`config.mk`:
```
export PLATFORM = sky130hd
export DESIGN_NAME = jtag_dtm_tap
export DESIGN_NICKNAME = d
export VERILOG_FILES = /design/src/rtl/jtag_dtm_pkg.sv /design/src/rtl/jtag_tap_fsm.sv /design/src/rtl/jtag_dtm_tap.sv
export SDC_FILE = /design/constraint.sdc
export NUM_CORES = 1
export LEC_CHECK = 0
export ABC_AREA = 1
export BUFFER_PORTS_ARGS = -buffer_cell sky130_fd_sc_hd__buf_4
export CAP_MARGIN = 5
export CORE_ASPECT_RATIO = 0.8
export CORE_MARGIN = 5
export CORE_UTILIZATION = 40
export DETAILED_ROUTE_END_ITERATION = 8
export PLACE_DENSITY_LB_ADDON = 0.1
export SYNTH_ARGS = -nofsm -noshare
export SYNTH_HDL_FRONTEND = slang
export SYNTH_HIERARCHICAL = 1
export SYNTH_SLANG_ARGS = --single-unit
export TNS_END_PERCENT = 100
```
`constraint.sdc`:
```
create_clock -name jtag_tck -period 2.6 [get_ports jtag_tck]
set_input_delay 0.26 -clock jtag_tck [delete_from_list [all_inputs] [get_ports jtag_tck]]
set_output_delay 0.26 -clock jtag_tck [all_outputs]
set_load 0.005 [all_outputs]
```
`src/rtl/jtag_dtm_pkg.sv`:
```
// Shared types and constants for the JTAG debug transport module.
// JTAG_DTM_IDCODE_EN selects whether the IDCODE register exists.
package jtag_dtm_pkg;

    typedef enum logic [3:0] {
        StTestLogicReset, StRunTestIdle,
        StSelectDrScan, StCaptureDr, StShiftDr, StExit1Dr, StPauseDr, StExit2Dr, StUpdateDr,
        StSelectIrScan, StCaptureIr, StShiftIr, StExit1Ir, StPauseIr, StExit2Ir, StUpdateIr
    } tap_state_e;

    typedef enum logic [1:0] {SelBypass, SelIdcode, SelDtmcs, SelDmi} dr_sel_e;

    localparam logic [4:0] IrIdcode  = 5'h01;
    localparam logic [4:0] IrDtmcs   = 5'h10;
    localparam logic [4:0] IrDmi     = 5'h11;
    localparam logic [4:0] IrBypass  = 5'h1f;
    localparam logic [4:0] IrCapture = 5'b00001;

`ifdef JTAG_DTM_IDCODE_EN
    localparam logic [4:0] IrReset = IrIdcode;
`else
    localparam logic [4:0] IrReset = IrBypass;
`endif

    localparam logic [1:0] DmiOpNop   = 2'd0;
    localparam logic [1:0] DmiOpRead  = 2'd1;
    localparam logic [1:0] DmiOpWrite = 2'd2;

    localparam logic [1:0] DmiStatOk     = 2'd0;
    localparam logic [1:0] DmiStatFailed = 2'd2;
    localparam logic [1:0] DmiStatBusy   = 2'd3;

    localparam int unsigned DtmcsDmiResetBit  = 16;
    localparam int unsigned DtmcsHardResetBit = 17;

    localparam logic [3:0] DtmVersion = 4'd1;

endpackage

```
`src/rtl/jtag_tap_fsm.sv`:
```
// IEEE 1149.1 TAP controller: state register plus decoded per-state strobes.
module jtag_tap_fsm
    import jtag_dtm_pkg::*;
(
    input  logic tck,
    input  logic trst_n,
    input  logic tms,
    output logic tlr,
    output logic capture_dr,
    output logic shift_dr,
    output logic update_dr,
    output logic capture_ir,
    output logic shift_ir,
    output logic update_ir,
    output logic is_shift
);

    tap_state_e state_q, state_d;

    always_ff @(posedge tck or negedge trst_n) begin
        if (!trst_n) state_q <= StTestLogicReset;
        else         state_q <= state_d;
    end

    always_comb begin
        state_d = state_q;
        unique case (state_q)
            StTestLogicReset: state_d = tms ? StTestLogicReset : StRunTestIdle;
            StRunTestIdle:    state_d = tms ? StSelectDrScan   : StRunTestIdle;
            StSelectDrScan:   state_d = tms ? StSelectIrScan   : StCaptureDr;
            StCaptureDr:      state_d = tms ? StExit1Dr        : StShiftDr;
            StShiftDr:        state_d = tms ? StExit1Dr        : StShiftDr;
            StExit1Dr:        state_d = tms ? StUpdateDr       : StPauseDr;
            StPauseDr:        state_d = tms ? StExit2Dr        : StPauseDr;
            StExit2Dr:        state_d = tms ? StUpdateDr       : StShiftDr;
            StUpdateDr:       state_d = tms ? StSelectDrScan   : StRunTestIdle;
            StSelectIrScan:   state_d = tms ? StTestLogicReset : StCaptureIr;
            StCaptureIr:      state_d = tms ? StExit1Ir        : StShiftIr;
            StShiftIr:        state_d = tms ? StExit1Ir        : StShiftIr;
            StExit1Ir:        state_d = tms ? StUpdateIr       : StPauseIr;
            StPauseIr:        state_d = tms ? StExit2Ir        : StPauseIr;
            StExit2Ir:        state_d = tms ? StUpdateIr       : StShiftIr;
            StUpdateIr:       state_d = tms ? StSelectDrScan   : StRunTestIdle;
            default:          state_d = StTestLogicReset;
        endcase
    end

    // Strobes mark the state during which the next rising edge performs the action.
    always_comb begin
        tlr        = (state_q == StTestLogicReset);
        capture_dr = (state_q == StCaptureDr);
        shift_dr   = (state_q == StShiftDr);
        update_dr  = (state_q == StUpdateDr);
        capture_ir = (state_q == StCaptureIr);
        shift_ir   = (state_q == StShiftIr);
        update_ir  = (state_q == StUpdateIr);
        is_shift   = shift_dr | shift_ir;
    end

endmodule

```
`src/rtl/jtag_dtm_tap.sv`:
```
// RISC-V DTM front end: TAP, IR, IDCODE/DTMCS/DMI/BYPASS registers, DMI request issue.
// IDCODE register present only when JTAG_DTM_IDCODE_EN is defined.
module jtag_dtm_tap
    import jtag_dtm_pkg::*;
#(
    parameter int unsigned ABITS      = 7,
    parameter logic [31:0] IDCODE_VAL = 32'h00000001,
    parameter logic [2:0]  IDLE_HINT  = 3'd5
) (
    input  logic             jtag_tck,
    input  logic             jtag_trst_n,
    input  logic             jtag_tms,
    input  logic             jtag_tdi,
    output logic             jtag_tdo,
    output logic             jtag_tdo_en,
    output logic             dmi_req_valid,
    input  logic             dmi_req_ready,
    output logic [ABITS-1:0] dmi_req_addr,
    output logic [31:0]      dmi_req_data,
    output logic [1:0]       dmi_req_op,
    input  logic             dmi_resp_valid,
    output logic             dmi_resp_ready,
    input  logic [31:0]      dmi_resp_data,
    input  logic [1:0]       dmi_resp_resp
);

    localparam int unsigned DrW = ABITS + 34;

    logic tlr, capture_dr, shift_dr, update_dr, capture_ir, shift_ir, update_ir, is_shift;

    jtag_tap_fsm u_tap_fsm (
        .tck        (jtag_tck),
        .trst_n     (jtag_trst_n),
        .tms        (jtag_tms),
        .tlr        (tlr),
        .capture_dr (capture_dr),
        .shift_dr   (shift_dr),
        .update_dr  (update_dr),
        .capture_ir (capture_ir),
        .shift_ir   (shift_ir),
        .update_ir  (update_ir),
        .is_shift   (is_shift)
    );

    logic [4:0]       ir_q, ir_shift_q;
    logic [DrW-1:0]   dr_q, dr_d;
    dr_sel_e          sel;
    logic             busy_q, busy_d, req_valid_q, req_valid_d;
    logic [1:0]       dmistat_q, dmistat_d, req_op_q, req_op_d;
    logic [ABITS-1:0] req_addr_q, req_addr_d, last_addr_q, last_addr_d;
    logic [31:0]      req_data_q, req_data_d, resp_data_q, resp_data_d;

    always_ff @(posedge jtag_tck or negedge jtag_trst_n) begin
        if (!jtag_trst_n) begin
            ir_q       <= IrReset;
            ir_shift_q <= '0;
        end else begin
            if (tlr)            ir_q <= IrReset;
            else if (update_ir) ir_q <= ir_shift_q;
            if (capture_ir)     ir_shift_q <= IrCapture;
            else if (shift_ir)  ir_shift_q <= {jtag_tdi, ir_shift_q[4:1]};
        end
    end

    always_comb begin
        unique case (ir_q)
            IrDtmcs: sel = SelDtmcs;
            IrDmi:   sel = SelDmi;
`ifdef JTAG_DTM_IDCODE_EN
            IrIdcode: sel = SelIdcode;
`endif
            default: sel = SelBypass;
        endcase
    end

    logic [31:0]    dtmcs_cap;
    logic [DrW-1:0] dmi_cap;
    assign dtmcs_cap = {14'b0, 2'b0, 1'b0, IDLE_HINT, dmistat_q, 6'(ABITS), DtmVersion};
    assign dmi_cap   = {last_addr_q, resp_data_q, busy_q ? DmiStatBusy : dmistat_q};

    always_comb begin
        dr_d = dr_q;
        if (capture_dr) begin
            dr_d = '0;
            unique case (sel)
                SelIdcode: dr_d[31:0] = IDCODE_VAL;
                SelDtmcs:  dr_d[31:0] = dtmcs_cap;
                SelDmi:    dr_d       = dmi_cap;
                SelBypass: dr_d[0]    = 1'b0;
                default:   dr_d       = '0;
            endcase
        end else if (shift_dr) begin
            unique case (sel)
                SelDmi:    dr_d       = {jtag_tdi, dr_q[DrW-1:1]};
                SelBypass: dr_d[0]    = jtag_tdi;
                default:   dr_d[31:0] = {jtag_tdi, dr_q[31:1]};
            endcase
        end
    end

    always_ff @(posedge jtag_tck or negedge jtag_trst_n) begin
        if (!jtag_trst_n) dr_q <= '0;
        else              dr_q <= dr_d;
    end

    always_ff @(negedge jtag_tck or negedge jtag_trst_n) begin
        if (!jtag_trst_n) begin
            jtag_tdo    <= 1'b0;
            jtag_tdo_en <= 1'b0;
        end else begin
            jtag_tdo_en <= is_shift;
            if (shift_ir)      jtag_tdo <= ir_shift_q[0];
            else if (shift_dr) jtag_tdo <= dr_q[0];
        end
    end

    logic [1:0]       upd_op;
    logic [31:0]      upd_data;
    logic [ABITS-1:0] upd_addr;
    assign upd_op   = dr_q[1:0];
    assign upd_data = dr_q[33:2];
    assign upd_addr = dr_q[DrW-1:34];

    always_comb begin
        busy_d      = busy_q;
        req_valid_d = req_valid_q;
        dmistat_d   = dmistat_q;
        req_op_d    = req_op_q;
        req_addr_d  = req_addr_q;
        req_data_d  = req_data_q;
        last_addr_d = last_addr_q;
        resp_data_d = resp_data_q;

        if (req_valid_q && dmi_req_ready) req_valid_d = 1'b0;

        // Response is absorbed before any same-edge DMI update, which still sees busy_q.
        if (dmi_resp_valid && busy_q) begin
            resp_data_d = dmi_resp_data;
            if (dmi_resp_resp != DmiStatOk) dmistat_d = dmi_resp_resp;
            busy_d = 1'b0;
        end

        if (update_dr && sel == SelDtmcs) begin
            if (dr_q[DtmcsDmiResetBit]) dmistat_d = DmiStatOk;
            if (dr_q[DtmcsHardResetBit]) begin
                busy_d      = 1'b0;
                req_valid_d = 1'b0;
            end
        end else if (update_dr && sel == SelDmi) begin
            if (busy_q) begin
                dmistat_d = DmiStatBusy;
            end else if (dmistat_q == DmiStatOk &&
                         (upd_op == DmiOpRead || upd_op == DmiOpWrite)) begin
                req_valid_d = 1'b1;
                busy_d      = 1'b1;
                req_op_d    = upd_op;
                req_addr_d  = upd_addr;
                req_data_d  = upd_data;
                last_addr_d = upd_addr;
            end
        end
    end

    always_ff @(posedge jtag_tck or negedge jtag_trst_n) begin
        if (!jtag_trst_n) begin
            busy_q      <= 1'b0;
            req_valid_q <= 1'b0;
            dmistat_q   <= DmiStatOk;
            req_op_q    <= DmiOpNop;
            req_addr_q  <= '0;
            req_data_q  <= '0;
            last_addr_q <= '0;
            resp_data_q <= '0;
        end else begin
            busy_q      <= busy_d;
            req_valid_q <= req_valid_d;
            dmistat_q   <= dmistat_d;
            req_op_q    <= req_op_d;
            req_addr_q  <= req_addr_d;
            req_data_q  <= req_data_d;
            last_addr_q <= last_addr_d;
            resp_data_q <= resp_data_d;
        end
    end

    assign dmi_req_valid  = req_valid_q;
    assign dmi_req_addr   = req_addr_q;
    assign dmi_req_data   = req_data_q;
    assign dmi_req_op     = req_op_q;
    assign dmi_resp_ready = busy_q;

endmodule

```
Yosys cells after proc, flatten, opt, wreduce, memory -nomap -nowiden
Index checks and enable logic that the tools add are counted.
- bits in registers: 134
- input port bits: 40
- output and inout port bits: 45
- word-level logic and storage cells: 110
- equal/unequal tests: 23
- mux-type cells: 47
- bitwise logic cells: 3
- reduce and logical (&&, ||, !) cells: 22
- operator list (operator ; number):
    case mux 31 bit (2 select lines) ; 2
    2-to-1 mux 41 bit ; 2
    case mux 4 bit (12 select lines) ; 1
    == test 4 bit, second input constant ; 8
    2-to-1 mux 2 bit ; 10
    2-to-1 mux 5 bit ; 4
    2-to-1 mux 1 bit ; 18
    2-to-1 mux 9 bit ; 2
    == test 4 x 3 -> 1 bit, second input constant ; 4
    2-to-1 mux 4 bit ; 4
    nonzero test 2 bit ; 6
    == test 5 bit, second input constant ; 2
    == test 4 x 2 -> 1 bit, second input constant ; 2
    == test 2 bit, second input constant ; 3
    2-to-1 mux 3 bit ; 2
    OR reduction 2 bit ; 3
    logical AND 1 bit ; 5
    == test 2 x 1 -> 1 bit, second input constant ; 2
    == test 4 x 1 -> 1 bit, second input constant ; 1
    logical NOT 2 bit ; 2
    logical NOT 4 bit ; 1
    case mux 2 bit (2 select lines) ; 1
    AND reduction 2 bit ; 2
    AND reduction 4 bit ; 1
    6 further kinds ; 7

Longest topological paths before layout
- depth after elaboration: 7
- mapped depth: 12

By module
The synthesis kept the hierarchy.
- modules (own cells, without submodules) (module ; instances ; cells an instance ; area each (µm²)):
    jtag_dtm_tap ; 1 ; 679 ; 5880.6
    jtag_tap_fsm ; 1 ; 66 ; 379.1

==> flow_summary.rst <==
.. list-table::
   :header-rows: 1

   * - Metric
     - Value
   * - Run status
     - finished clean
   * - Global-route wire length before repair
     - 26.3 mm
   * - Die outline height
     - 122 um
   * - WHS
     - ~42 ps
   * - Largest cells by area after synthesis
     - sky130_fd_sc_hd__dfrtp_1 (51%), sky130_fd_sc_hd__nand2_1 (19%), sky130_fd_sc_hd__mux2_2 (5.8%), sky130_fd_sc_hd__nand3_1 (5.6%), sky130_fd_sc_hd__o21ai_0 (4.2%)
   * - Final setup viols
     - 0
   * - Combined buffer and inverter count along the critical path
     - 2
   * - Final routed DRC violation total
     - 0
   * - Sum of overflow across all layers after global routing
     - 0
   * - Type of the worst min-delay path
     - input port to asynchronous set/reset pin
   * - Gate family responsible for the most delay along the worst path
     - flip-flops
   * - Warnings, synthesis
     - 6
   * - Static leakage
     - 0.00402 uW
   * - Cell with the most instances on the worst path
     - sky130_fd_sc_hd__nor2_2
   * - Full die area
     - 18300 um^2
   * - Library cells used by synthesis
     - 31
   * - CP required
     - ~1500 ps
   * - Root buffer selected by CTS
     - sky130_fd_sc_hd__clkbuf_16
   * - Post-synth net total
     - 785
   * - Number of global-route vias before repair
     - between 5k and 6k
   * - Worst skew pair latency
     - 410 ps
   * - Drt first-iter violations
     - between 300 and 400
   * - Number of violations of the max-capacitance limit
     - 0
   * - Post-synthesis cell count
     - 745
   * - Initial core utilization
     - 0.413
   * - Dominant cell type by area after synthesis
     - sky130_fd_sc_hd__dfrtp_1
   * - Worst slack at placement
     - around 7.5 ps
   * - Flop and latch count out of synthesis
     - 134
   * - Detailed Routing Iterations Pass 1
     - 5
   * - Layout cells sized above 1
     - 0.239
   * - Delay of the slowest critical-path stage
     - 430 ps
   * - Worst-margin pin slew
     - between 900 and 1000 ps
   * - Critical path launch point type
     - register
   * - Most common cell in the netlist
     - sky130_fd_sc_hd__nand2_1
   * - Sort of element at the end of the critical path
     - register
   * - Primary FF master, synth
     - sky130_fd_sc_hd__dfrtp_1
   * - Diode insertion count for antenna repair
     - 0
   * - Routed wire length
     - approximately 16 mm
   * - Top-Level Pins
     - between 80 and 90
   * - Number of antenna violations at the first check in global routing
     - 0
   * - Count of standard-cell rows
     - 40
   * - Area of the mapped netlist
     - ~6300 um^2
   * - Slew Viols, Final
     - 0
   * - Dpl hpwl
     - between 10 and 15 mm
   * - H-tree levels
     - 4
   * - Commonest cells in the synthesized netlist
     - sky130_fd_sc_hd__nand2_1 (318), sky130_fd_sc_hd__dfrtp_1 (127), sky130_fd_sc_hd__nand3_1 (70)
   * - Maximum fanout along the worst path
     - 4
   * - Ordered cell list for the critical path
     - nor2_2, inv_1, nor2_2, inv_1, nor2_2, o21ai_0
   * - Max Root-Sink Buffers
     - 2
   * - Number of nets at the end of the flow
     - 865
   * - Number of routed nets with antenna violations
     - 0
   * - Post-route design area
     - 7690 um^2
   * - Clock transition at the registers of the reported paths
     - 60 ps
   * - Routed length per placed instance
     - ~15 um
   * - Mean area per synthesized cell
     - 8.40 um^2
   * - Max rail drop VDD
     - around 0.43 mV
   * - Top-area cell type share of the netlist area
     - 0.508
   * - Filler instances
     - 1449
   * - Max-slew headroom at the worst pin
     - 0.394
   * - Vias after detailed routing
     - 5242
   * - Total GRT Usage
     - 0.183
   * - Pin count of the biggest net entering global routing
     - 71
   * - PD cells
     - 904 nW/um^2
   * - CTS tree
     - done
   * - Count of input and output buffers
     - 84
   * - Setup TNS Final
     - 0 ps
   * - Worst setup margin
     - ~61 ps
   * - Number of synthesized flops with an enable pin
     - 0
   * - Path type of the worst setup path
     - register to register
   * - Growth of design area from synthesis to finish
     - 22.8%
   * - Clk sinks
     - 134
   * - Share of flip-flops with an asynchronous set or reset
     - 1.00
   * - Fin Clk Skew
     - 22.7 ps
   * - Core Region
     - between 15000 and 20000 um^2
   * - Vias per cell
     - 5.00
   * - Final Hold Violating Endpoints
     - 0
   * - Seq/Total Area, Yosys
     - 0.537
   * - Endpoint arrival time on the critical path
     - 1470 ps
   * - X dimension of the die
     - about 150 um
   * - Final weighted congestion in routability-driven placement
     - 0.865
   * - Slowest stage cell, crit path
     - sky130_fd_sc_hd__dfrtp_2
   * - Cts bufs inserted
     - 17
   * - Register cell area after layout
     - 3360 um^2
   * - DP Area
     - 7030 um^2
   * - Combined area of the multi-input logic cells
     - between 2000 and 3000 um^2
final timing paths:
kind | start | end | slack, ps | cells after the start
setup / recovery | u_tap_fsm/state_q[0] | jtag_tdo | 60 | 6
hold / removal | jtag_trst_n | u_tap_fsm/state_q[3] | 40 | 2
setup reg to reg | u_tap_fsm/state_q[0] | jtag_tdo | 60 | 6
hold reg to reg | dmi_req_data[20] | dmi_req_data[20] | 470 | 2
max in group asynchronous | jtag_trst_n | jtag_tdo | 1640 | 1
min in group jtag_tck | dmi_resp_data[27] | resp_data_q[27] | 70 | 2
per-layer routing:
metal / vias to the layer above / global-route usage / routed length [um]
met4: 0 / 0.0663 / 239
met5: - / 0 / 0
met1: 2540 / 0.260 / 7720
li1: 2529 / - / -
met3: 25 / 0.0454 / 920
met2: 148 / 0.273 / 7090
per-stage QoR:
step | total power, uW | cells | utilization
floorplan | 3920 | 745 | -
global placement | 4380 | 1012 | 0.464
detailed placement | 4420 | 1012 | 0.464
CTS | 6940 | 1044 | 0.504
global route | 7350 | 1048 | 0.507
finish | 6950 | 1048 | 0.507
cells by family (layout without fill, tap and decap cells):
kind of cell,count (synthesis),after routing,synth area share
simple gates,436,436,0.289
compound gates,66,66,0.0556
mux,32,32,0.0576
buf+inv,77,170,0.0612
flops,134,134,0.537
power breakdown:
group          internal (uW)  total, uW  switching [uW]
Sequential              2560       2890             327
Combinational            633       1580             947
Clock                   1600       2480             875
Total                   4800       6950            2150
cell type report:
| class | instances | area share |
|---|---|---|
| clock buffers | 23 | 0.0635 |
| clock inverters | 9 | 0.0160 |
| inverters | 36 | 0.0176 |
| multi-input cells | 534 | 0.330 |
| flip-flops and latches | 134 | 0.437 |
| well taps | 210 | 0.0342 |
| repair buffers | 102 | 0.102 |
placed cells by master (no fill, tap or decap), types with 6 or more instances in the layout:
cell type                   Yosys  routed
sky130_fd_sc_hd__mux2_2        32      32
sky130_fd_sc_hd__clkbuf_16      0      17
sky130_fd_sc_hd__inv_2          5       6
sky130_fd_sc_hd__nand3_1       70      70
sky130_fd_sc_hd__dfrtp_1      127     125
sky130_fd_sc_hd__nand2_1      318     317
sky130_fd_sc_hd__inv_1         28      27
sky130_fd_sc_hd__nor2_1        27      23
sky130_fd_sc_hd__nand2_2        6       7
sky130_fd_sc_hd__nor2_2         5       8
sky130_fd_sc_hd__a21oi_1        9       9
sky130_fd_sc_hd__o21ai_0       52      52
sky130_fd_sc_hd__buf_4          8     100
what timing repair did:
action / CTS / global route
gates resized for setup: 1 / 6
hold buffers: 0 / 0
setup endpoints to repair: 1 / 1
buffers inserted: 0 / 4
pin swaps: 0 / 2
state kept, by name, indices dropped and copies added (netlist names):
name               count
jtag_tdo               1
ir_shift_q             5
dmi_req_data          32
jtag_tdo_en            1
dmi_req_valid          1
u_tap_fsm/state_q      4
dmi_req_op             2
resp_data_q           32
last_addr_q            7
dr_q                  41
ir_q                   5
dmi_resp_ready         1
dmistat_q              2
(Power assumes the default switching activity.)
